--- src/rtl/trap_controller_if.sv ---
// rtl/trap_controller_if.sv - execute-stage / CSR-unit bundle for the trap controller
//
// Purpose: groups every trap_controller signal except clk/rst.
// Modports:
//   master - upstream side: drives execute-stage events, payload and CSR read values;
//            observes strobes, payload, stall, flush, redirect and trap_count.
//   slave  - trap_controller side (the mirror image of master).
// Parameter MEM_ADDR_W sets the width of mem_addr_in / csr_mem_addr.

interface trap_controller_if #(
  parameter int MEM_ADDR_W = 15
);
  // execute stage -> controller
  logic                  valid_in;
  logic                  ecall_in;
  logic                  ebreak_in;
  logic                  mret_in;
  logic                  misaligned_in;
  logic                  misaligned_store_in;
  logic [31:0]           pc_in;
  logic [31:0]           instr_in;
  logic [MEM_ADDR_W-1:0] mem_addr_in;
  logic [31:0]           store_value_in;
  logic [4:0]            rd_addr_in;
  // CSR unit read path -> controller
  logic [31:0]           mtvec_in;
  logic [31:0]           mepc_in;
  // controller -> CSR unit
  logic                  csr_ecall;
  logic                  csr_ebreak;
  logic                  csr_mret;
  logic                  csr_misaligned;
  logic                  csr_misaligned_store;
  logic [31:0]           csr_pc;
  logic [31:0]           csr_in;
  logic [MEM_ADDR_W-1:0] csr_mem_addr;
  logic [31:0]           csr_store_value;
  logic [4:0]            csr_rd_addr;
  // controller -> pipeline / fetch
  logic                  stall;
  logic                  flush;
  logic                  redirect_valid;
  logic [31:0]           redirect_pc;
  logic [31:0]           trap_count;

  modport master (
    output valid_in, ecall_in, ebreak_in, mret_in, misaligned_in, misaligned_store_in,
    output pc_in, instr_in, mem_addr_in, store_value_in, rd_addr_in, mtvec_in, mepc_in,
    input  csr_ecall, csr_ebreak, csr_mret, csr_misaligned, csr_misaligned_store,
    input  csr_pc, csr_in, csr_mem_addr, csr_store_value, csr_rd_addr,
    input  stall, flush, redirect_valid, redirect_pc, trap_count
  );

  modport slave (
    input  valid_in, ecall_in, ebreak_in, mret_in, misaligned_in, misaligned_store_in,
    input  pc_in, instr_in, mem_addr_in, store_value_in, rd_addr_in, mtvec_in, mepc_in,
    output csr_ecall, csr_ebreak, csr_mret, csr_misaligned, csr_misaligned_store,
    output csr_pc, csr_in, csr_mem_addr, csr_store_value, csr_rd_addr,
    output stall, flush, redirect_valid, redirect_pc, trap_count
  );
endinterface

--- src/rtl/trap_controller.sv ---
// rtl/trap_controller.sv - ecall/ebreak/mret/misaligned trap sequencer between execute and CSR unit
//
// Purpose: detects a system event on a valid execute-stage instruction, captures its
// payload, strobes the CSR unit for one cycle, flushes the pipeline for FLUSH_CYCLES
// cycles and then redirects fetch to mtvec (traps) or mepc (mret). Upstream is stalled
// for the whole sequence; events arriving outside IDLE are dropped.
// Ports:
//   clk  - clock
//   rst  - synchronous, active-high reset; aborts any sequence in flight
//   bus  - trap_controller_if.slave: events/payload/CSR values in; csr_* strobes and
//          payload, stall (combinational), flush, redirect_valid/redirect_pc, trap_count out
// Parameters:
//   FLUSH_CYCLES - cycles flush stays high (1..15)
//   MEM_ADDR_W   - width of the captured data address
// Build option:
//   TRAP_COUNTER_EN - when defined, trap_count counts committed ecall/ebreak/misaligned
//                     traps (saturating); otherwise trap_count is tied to 0.

module trap_controller #(
  parameter int FLUSH_CYCLES = 2,
  parameter int MEM_ADDR_W   = 15
) (
  input logic               clk,
  input logic               rst,
  trap_controller_if.slave  bus
);

  typedef enum logic [1:0] {
    IDLE     = 2'd0,
    COMMIT   = 2'd1,
    FLUSH    = 2'd2,
    REDIRECT = 2'd3
  } state_t;

  typedef enum logic [1:0] {
    KIND_EBREAK     = 2'd0,
    KIND_ECALL      = 2'd1,
    KIND_MISALIGNED = 2'd2,
    KIND_MRET       = 2'd3
  } kind_t;

  // Counter is loaded on leaving COMMIT and FLUSH ends when it has reached 0,
  // so loading FLUSH_CYCLES-1 gives exactly FLUSH_CYCLES flush cycles.
  localparam logic [3:0] FLUSH_LOAD = 4'(FLUSH_CYCLES - 1);

  state_t state;
  state_t state_next;
  kind_t  evt_kind;
  kind_t  cap_kind;
  logic   evt;
  logic   stall_c;
  logic [3:0] flush_cnt;
  logic [31:0] redirect_base;

  logic                  csr_ecall_q;
  logic                  csr_ebreak_q;
  logic                  csr_mret_q;
  logic                  csr_misaligned_q;
  logic                  csr_misaligned_store_q;
  logic [31:0]           csr_pc_q;
  logic [31:0]           csr_in_q;
  logic [MEM_ADDR_W-1:0] csr_mem_addr_q;
  logic [31:0]           csr_store_value_q;
  logic [4:0]            csr_rd_addr_q;
  logic                  flush_q;
  logic                  redirect_valid_q;
  logic [31:0]           redirect_pc_q;

  assign evt = bus.valid_in &
               (bus.ecall_in | bus.ebreak_in | bus.misaligned_in | bus.mret_in);

  // Priority ebreak > ecall > misaligned > mret; only meaningful when evt is set.
  always_comb begin
    evt_kind = KIND_MRET;
    if (bus.ebreak_in) begin
      evt_kind = KIND_EBREAK;
    end else if (bus.ecall_in) begin
      evt_kind = KIND_ECALL;
    end else if (bus.misaligned_in) begin
      evt_kind = KIND_MISALIGNED;
    end
  end

  always_ff @(posedge clk) begin
    if (rst) begin
      state <= IDLE;
    end else begin
      state <= state_next;
    end
  end

  always_comb begin
    state_next = state;
    stall_c    = 1'b1;
    case (state)
      IDLE: begin
        stall_c = evt;
        if (evt) begin
          state_next = COMMIT;
        end
      end
      COMMIT:   state_next = FLUSH;
      FLUSH: begin
        if (flush_cnt == 4'd0) begin
          state_next = REDIRECT;
        end
      end
      REDIRECT: state_next = IDLE;
      default:  state_next = IDLE;
    endcase
  end

  always_ff @(posedge clk) begin
    if (rst) begin
      cap_kind <= KIND_EBREAK;
    end else if (state == IDLE && evt) begin
      cap_kind <= evt_kind;
    end
  end

  always_ff @(posedge clk) begin
    if (rst) begin
      flush_cnt <= 4'd0;
    end else if (state == COMMIT) begin
      flush_cnt <= FLUSH_LOAD;
    end else if (state == FLUSH && flush_cnt != 4'd0) begin
      flush_cnt <= flush_cnt - 4'd1;
    end
  end

  // mtvec/mepc are only looked at while leaving the last FLUSH cycle, so any CSR
  // write made in response to the COMMIT strobe has already landed.
  assign redirect_base = (cap_kind == KIND_MRET) ? bus.mepc_in : bus.mtvec_in;

  // Registered outputs: strobes and payload are loaded on entry to COMMIT and
  // cleared the cycle after, so they read 0 in every other state.
  always_ff @(posedge clk) begin
    if (rst) begin
      csr_ecall_q            <= 1'b0;
      csr_ebreak_q           <= 1'b0;
      csr_mret_q             <= 1'b0;
      csr_misaligned_q       <= 1'b0;
      csr_misaligned_store_q <= 1'b0;
      csr_pc_q               <= 32'd0;
      csr_in_q               <= 32'd0;
      csr_mem_addr_q         <= '0;
      csr_store_value_q      <= 32'd0;
      csr_rd_addr_q          <= 5'd0;
      flush_q                <= 1'b0;
      redirect_valid_q       <= 1'b0;
      redirect_pc_q          <= 32'd0;
    end else begin
      csr_ecall_q            <= 1'b0;
      csr_ebreak_q           <= 1'b0;
      csr_mret_q             <= 1'b0;
      csr_misaligned_q       <= 1'b0;
      csr_misaligned_store_q <= 1'b0;
      csr_pc_q               <= 32'd0;
      csr_in_q               <= 32'd0;
      csr_mem_addr_q         <= '0;
      csr_store_value_q      <= 32'd0;
      csr_rd_addr_q          <= 5'd0;
      redirect_valid_q       <= 1'b0;
      redirect_pc_q          <= 32'd0;

      if (state == IDLE && evt) begin
        case (evt_kind)
          KIND_EBREAK: csr_ebreak_q <= 1'b1;
          KIND_ECALL:  csr_ecall_q  <= 1'b1;
          KIND_MISALIGNED: begin
            csr_misaligned_q       <= 1'b1;
            csr_misaligned_store_q <= bus.misaligned_store_in;
            csr_in_q               <= bus.instr_in;
          end
          default:     csr_mret_q   <= 1'b1;
        endcase
        csr_pc_q          <= bus.pc_in;
        csr_mem_addr_q    <= bus.mem_addr_in;
        csr_store_value_q <= bus.store_value_in;
        csr_rd_addr_q     <= bus.rd_addr_in;
      end

      flush_q <= (state_next == FLUSH);

      if (state_next == REDIRECT) begin
        redirect_valid_q <= 1'b1;
        redirect_pc_q    <= {redirect_base[31:2], 2'b00};
      end
    end
  end

`ifdef TRAP_COUNTER_EN
  logic [31:0] trap_count_q;

  always_ff @(posedge clk) begin
    if (rst) begin
      trap_count_q <= 32'd0;
    end else if (state == COMMIT && cap_kind != KIND_MRET && trap_count_q != 32'hFFFF_FFFF) begin
      trap_count_q <= trap_count_q + 32'd1;
    end
  end

  assign bus.trap_count = trap_count_q;
`else
  assign bus.trap_count = 32'd0;
`endif

  assign bus.stall                = stall_c;
  assign bus.csr_ecall            = csr_ecall_q;
  assign bus.csr_ebreak           = csr_ebreak_q;
  assign bus.csr_mret             = csr_mret_q;
  assign bus.csr_misaligned       = csr_misaligned_q;
  assign bus.csr_misaligned_store = csr_misaligned_store_q;
  assign bus.csr_pc               = csr_pc_q;
  assign bus.csr_in               = csr_in_q;
  assign bus.csr_mem_addr         = csr_mem_addr_q;
  assign bus.csr_store_value      = csr_store_value_q;
  assign bus.csr_rd_addr          = csr_rd_addr_q;
  assign bus.flush                = flush_q;
  assign bus.redirect_valid       = redirect_valid_q;
  assign bus.redirect_pc          = redirect_pc_q;

endmodule
--- src/flat_wrapper.sv ---
// flat-port wrapper written by rule: the top's interface ports become plain ports
module trap_controller_flat 
#(
  parameter int FLUSH_CYCLES = 2,
  parameter int MEM_ADDR_W   = 15
)
  (clk, rst, bus_valid_in, bus_ecall_in, bus_ebreak_in, bus_mret_in, bus_misaligned_in, bus_misaligned_store_in, bus_pc_in, bus_instr_in, bus_mem_addr_in, bus_store_value_in, bus_rd_addr_in, bus_mtvec_in, bus_mepc_in, bus_csr_ecall, bus_csr_ebreak, bus_csr_mret, bus_csr_misaligned, bus_csr_misaligned_store, bus_csr_pc, bus_csr_in, bus_csr_mem_addr, bus_csr_store_value, bus_csr_rd_addr, bus_stall, bus_flush, bus_redirect_valid, bus_redirect_pc, bus_trap_count);
  trap_controller_if #(.MEM_ADDR_W(MEM_ADDR_W)) bus_i ();
  input logic clk;
  input logic rst;
  input wire logic [$bits(bus_i.valid_in)-1:0] bus_valid_in;
  input wire logic [$bits(bus_i.ecall_in)-1:0] bus_ecall_in;
  input wire logic [$bits(bus_i.ebreak_in)-1:0] bus_ebreak_in;
  input wire logic [$bits(bus_i.mret_in)-1:0] bus_mret_in;
  input wire logic [$bits(bus_i.misaligned_in)-1:0] bus_misaligned_in;
  input wire logic [$bits(bus_i.misaligned_store_in)-1:0] bus_misaligned_store_in;
  input wire logic [$bits(bus_i.pc_in)-1:0] bus_pc_in;
  input wire logic [$bits(bus_i.instr_in)-1:0] bus_instr_in;
  input wire logic [$bits(bus_i.mem_addr_in)-1:0] bus_mem_addr_in;
  input wire logic [$bits(bus_i.store_value_in)-1:0] bus_store_value_in;
  input wire logic [$bits(bus_i.rd_addr_in)-1:0] bus_rd_addr_in;
  input wire logic [$bits(bus_i.mtvec_in)-1:0] bus_mtvec_in;
  input wire logic [$bits(bus_i.mepc_in)-1:0] bus_mepc_in;
  output wire logic [$bits(bus_i.csr_ecall)-1:0] bus_csr_ecall;
  output wire logic [$bits(bus_i.csr_ebreak)-1:0] bus_csr_ebreak;
  output wire logic [$bits(bus_i.csr_mret)-1:0] bus_csr_mret;
  output wire logic [$bits(bus_i.csr_misaligned)-1:0] bus_csr_misaligned;
  output wire logic [$bits(bus_i.csr_misaligned_store)-1:0] bus_csr_misaligned_store;
  output wire logic [$bits(bus_i.csr_pc)-1:0] bus_csr_pc;
  output wire logic [$bits(bus_i.csr_in)-1:0] bus_csr_in;
  output wire logic [$bits(bus_i.csr_mem_addr)-1:0] bus_csr_mem_addr;
  output wire logic [$bits(bus_i.csr_store_value)-1:0] bus_csr_store_value;
  output wire logic [$bits(bus_i.csr_rd_addr)-1:0] bus_csr_rd_addr;
  output wire logic [$bits(bus_i.stall)-1:0] bus_stall;
  output wire logic [$bits(bus_i.flush)-1:0] bus_flush;
  output wire logic [$bits(bus_i.redirect_valid)-1:0] bus_redirect_valid;
  output wire logic [$bits(bus_i.redirect_pc)-1:0] bus_redirect_pc;
  output wire logic [$bits(bus_i.trap_count)-1:0] bus_trap_count;
  assign bus_i.valid_in = bus_valid_in;
  assign bus_i.ecall_in = bus_ecall_in;
  assign bus_i.ebreak_in = bus_ebreak_in;
  assign bus_i.mret_in = bus_mret_in;
  assign bus_i.misaligned_in = bus_misaligned_in;
  assign bus_i.misaligned_store_in = bus_misaligned_store_in;
  assign bus_i.pc_in = bus_pc_in;
  assign bus_i.instr_in = bus_instr_in;
  assign bus_i.mem_addr_in = bus_mem_addr_in;
  assign bus_i.store_value_in = bus_store_value_in;
  assign bus_i.rd_addr_in = bus_rd_addr_in;
  assign bus_i.mtvec_in = bus_mtvec_in;
  assign bus_i.mepc_in = bus_mepc_in;
  assign bus_csr_ecall = bus_i.csr_ecall;
  assign bus_csr_ebreak = bus_i.csr_ebreak;
  assign bus_csr_mret = bus_i.csr_mret;
  assign bus_csr_misaligned = bus_i.csr_misaligned;
  assign bus_csr_misaligned_store = bus_i.csr_misaligned_store;
  assign bus_csr_pc = bus_i.csr_pc;
  assign bus_csr_in = bus_i.csr_in;
  assign bus_csr_mem_addr = bus_i.csr_mem_addr;
  assign bus_csr_store_value = bus_i.csr_store_value;
  assign bus_csr_rd_addr = bus_i.csr_rd_addr;
  assign bus_stall = bus_i.stall;
  assign bus_flush = bus_i.flush;
  assign bus_redirect_valid = bus_i.redirect_valid;
  assign bus_redirect_pc = bus_i.redirect_pc;
  assign bus_trap_count = bus_i.trap_count;
  trap_controller #(.FLUSH_CYCLES(FLUSH_CYCLES), .MEM_ADDR_W(MEM_ADDR_W)) u_core (.clk(clk), .rst(rst), .bus(bus_i));
endmodule
--- config.mk ---
export PLATFORM = sky130hd
export DESIGN_NAME = trap_controller_flat
export DESIGN_NICKNAME = d
export VERILOG_FILES = /design/src/rtl/trap_controller_if.sv /design/src/rtl/trap_controller.sv /design/src/flat_wrapper.sv
export SDC_FILE = /design/constraint.sdc
export NUM_CORES = 1
export LEC_CHECK = 0
export CORE_AREA = 4 4 144 146
export CTS_BUF_LIST = sky130_fd_sc_hd__clkbuf_8
export DETAILED_ROUTE_END_ITERATION = 6
export DIE_AREA = 0 0 148 150
export PLACE_DENSITY_LB_ADDON = 0.08
export SLEW_MARGIN = 20
export SYNTH_ARGS = -nofsm -noshare
export SYNTH_HDL_FRONTEND = slang
export SYNTH_SLANG_ARGS = --single-unit
--- constraint.sdc ---
create_clock -name clk -period 1.5 [get_ports clk]
set_input_delay 0.225 -clock clk [delete_from_list [all_inputs] [get_ports clk]]
set_output_delay 0.225 -clock clk [all_outputs]
set_load 0.005 [all_outputs]
==> impl_results.md <==
- Status: finished clean
- Post-synthesis compound-gate area fraction: 0.0182
- Overall Global Routing Usage: 0.145
- CORE AREA: 19400 µm²
- Initial DRC Count: just over 100
- Post-route clock period utilization: 1.00
- Chip height: 150 µm
- Finished Cell Area: about 9400 µm²
- Area share of xor/xnor cells in the synthesized design: 0.00170
- CTS buffer count: 17
- Hold Path Stages: 2
- RePlAce Congestion: 0.753
- Crit path to: u_core.bus.redirect_pc[7]$_SDFF_PP0_
- Fmax: between 0.6 and 0.7 GHz
- Worst Hold Class: in -> reg
- RR Startpoint: u_core.state[0]$_SDFF_PP0_
- Top post-synthesis cells by area: dfxtp_1 (62%), and2_1 (14%), mux2i_1 (6.0%)
- RSZ-0062 raised after global routing: true
- Post-Synth Adder-Cell Area: 0.0121
- # setup viols final: 0
- Final #Nets: 999
- Vias/cell: 3.87
- Initial antenna violation count: 0
- Port-buffer cells: 337
- Max Slew Vio Count: 0
- Hold slack: 0.229 ns
- Worst setup path startpoint: u_core.state[0]$_SDFF_PP0_
- Clock tree buffer depth: 2
- H-tree depth: 4
- Die area: 22200 µm²
- Synthesized cell area: 5160 µm²
- Footprint of the multi-input gates: 1960 µm²
- Leak pwr: 4.59 nW
- Largest net degree at the start of global routing: 47
- Crit path max fanout: 6
- # DRC: 0
- Sequential fraction of the synthesis area: 0.625
- Yosys cell types: 33
- Dpl cells: 1049
- FF+latch count, synth: 161
- # fillers: 1874
- Arr. time, crit path: 1.85 ns
- Post-synth top area share: 0.625
- Hold Vio Cnt, Final: 0
- Post-Route WL: roughly 17000 µm
- Vias in the first global route: 4162
- Syn avg cell area: 11.5 µm²
- Layout cells sized above 1: 0.131
- CP Class: reg -> reg
- VDD IR max: 0.639 mV
- CP required: 1.85 ns
- Post-synthesis mux area share: 0.0602
- First-pass GRT wire length: 24600 µm
- Cell row count: 51
- Fin crit period: 1.50 ns
- Post-layout util: 0.486
- CTS root buf: clkbuf_8
- Max-cap violations: 0
- Clock-pin slew on the worst setup and hold paths: around 0.090 ns
- Sequential cell area: ~3200 µm²
- HP Start: bus_misaligned_in
- DR pass1 iterations: 4
- Cells after Synth: 450
- Simple-Gate Fraction of Synth Area: 0.207
- Vias: ~4200
- Leading area contributor after synthesis: dfxtp_1
- GRT Residual Overflow: 0
- Ports: 376
- Warnings from Yosys: 0
- Power Density: 1240 nW/µm²
- WL/cell: 15.7 µm
- Area after DPL: about 8900 µm²
- Total Power: 0.0117 W
- Initial core utilization: 0.266
- DP Wirelength: ~13000 µm
- Chip width: 148 µm
- Reg-to-reg endpoint: u_core.bus.redirect_pc[7]$_SDFF_PP0_
- Setup crit start kind: flop
- Critical path endpoint category: flop
- Clk Latency, worst-skew pair: 0.43 ns
- Largest family of logic cells by synthesized area: simple AND/OR/NAND/NOR gates
- Area grow syn2layout: 82.7%
- Non-Filler Instances: approximately 1100
- Clk_skew: about 0.013 ns
- Sink Count: 161
- CTS tree: done
- Reg2reg setup slack: 0.00007 ns
- ANT nets after route: 0
- Ant diodes: 0
- R2r worst-path depth: 7
what timing repair did:
item,CTS,global route
gates cloned,2,0
setup endpoints to repair,268,79
hold buffers,0,0
gates resized for setup,194,34
pin swaps,6,12
setup buffers,5,0
cells by family after synthesis:
group / Yosys count
compound gates: 11
xor+xnor: 1
fa+ha+maj: 5
buf+inv: 63
flops: 161
mux: 31
other cells: 1
simple gates: 177
through the flow:
| stage | setup WS, ns | setup TNS, ns |
|---|---|---|
| 2_1_floorplan | 0.00104 | 0 |
| 3_3_place_gp | -0.511 | -62.87 |
| 3_5_place_dp | -0.525 | -64.98 |
| 4_1_cts | -0.0405 | -0.119 |
| 5_1_grt | -0.0868 | -0.538 |
| 6_report | 0.0000726 | 0 |
worst max-delay path, stage by stage, from the launching register on:
cell and delay, ns:
dfxtp_2 0.36, inv_4 0.06, ha_4 0.25, nor2b_4 0.15, o311ai_4 0.12, buf_6 0.16, buf_4 0.16, nor3_2 0.16
routing by layer:
| metal | vias to the layer above | part of all wire | global-route usage |
|---|---|---|---|
| met4 | 0 | 0.0069 | 0.0291 |
| met1 | 1879 | 0.35 | 0.146 |
| met2 | 199 | 0.54 | 0.274 |
| li1 | 2101 | - | - |
| met5 | - | 0 | 0 |
| met3 | 8 | 0.10 | 0.0669 |
registers in the layout (all words and copies together) (netlist names), 2 cells and up:
name / cells
u_core.bus.csr_in: 32
u_core.bus.csr_pc: 32
u_core.bus.csr_store_value: 32
u_core.bus.redirect_pc: 30
u_core.bus.csr_mem_addr: 15
u_core.bus.csr_rd_addr: 5
u_core.flush_cnt: 4
u_core.cap_kind: 2
u_core.state: 2
synthesized netlist by cell type, drive strengths merged:
cell type	n
dfxtp	161
nor4b	2
inv	6
or4	1
nand3	1
or3	1
clkbuf	12
conb	1
nand2	3
buf	45
nor2	3
a211oi	1
or4b	1
mux2i	31
o311ai	1
ha	5
xor2	1
o21ai	3
o41ai	1
or2	2
nor2b	2
o31a	1
nor4	3
nor3b	1
o211ai	1
or3b	1
a21oi	2
a211o	1
and2	118
nor3	36
and3	2
worst min-delay path by stage:
stage	slack [ns]	end
3_3_place_gp	0.49	u_core.cap_kind[1]$_SDFFE_PP0N_
5_1_grt	0.19	u_core.bus.csr_mret$_SDFF_PP0_
2_1_floorplan	0.30	u_core.bus.csr_mret$_SDFF_PP0_
6_report	0.23	u_core.bus.csr_mret$_SDFF_PP0_
3_5_place_dp	0.49	u_core.cap_kind[1]$_SDFFE_PP0N_
4_1_cts	0.20	u_core.bus.csr_mret$_SDFF_PP0_
cells in the final DEF, fill, tap and decap left out, drive strengths merged:
master	Yosys	layout
mux2i	31	31
or4	1	1
clkbuf	12	17
o21ai	3	3
conb	1	34
xor2	1	1
nor2	3	3
inv	6	12
nand2	3	3
or3b	1	1
ha	5	5
o41ai	1	1
clkinv	0	3
o311ai	1	1
nor3	36	36
or3	1	1
or2	2	2
o211ai	1	1
a211o	1	1
a211oi	1	1
a21oi	2	2
bufinv	0	2
clkinvlp	0	3
buf	45	25
nor4	3	3
and3	2	2
nand3	1	1
clkdlybuf4s50	0	180
or4b	1	1
nor2b	2	2
nor4b	2	2
dlygate4sd2	0	156
dfxtp	161	161
and2	118	118
nor3b	1	1
o31a	1	1
layout make-up:
cell class | count | share of cell area
Tap cell | 265 | 0.0352
Inverter | 6 | 0.00266
Timing Repair Buffer | 361 | 0.368
Multi-Input combinational cell | 259 | 0.208
Clock buffer | 17 | 0.0248
Sequential cell | 161 | 0.343
Clock inverter | 14 | 0.0186
where the power goes:
group          internal, W  switching, W
Sequential         0.00479      0.000134
Combinational      0.00192       0.00164
Clock              0.00153       0.00171
Total              0.00824       0.00348
Note: power is estimated with default switching activity, not from simulation.
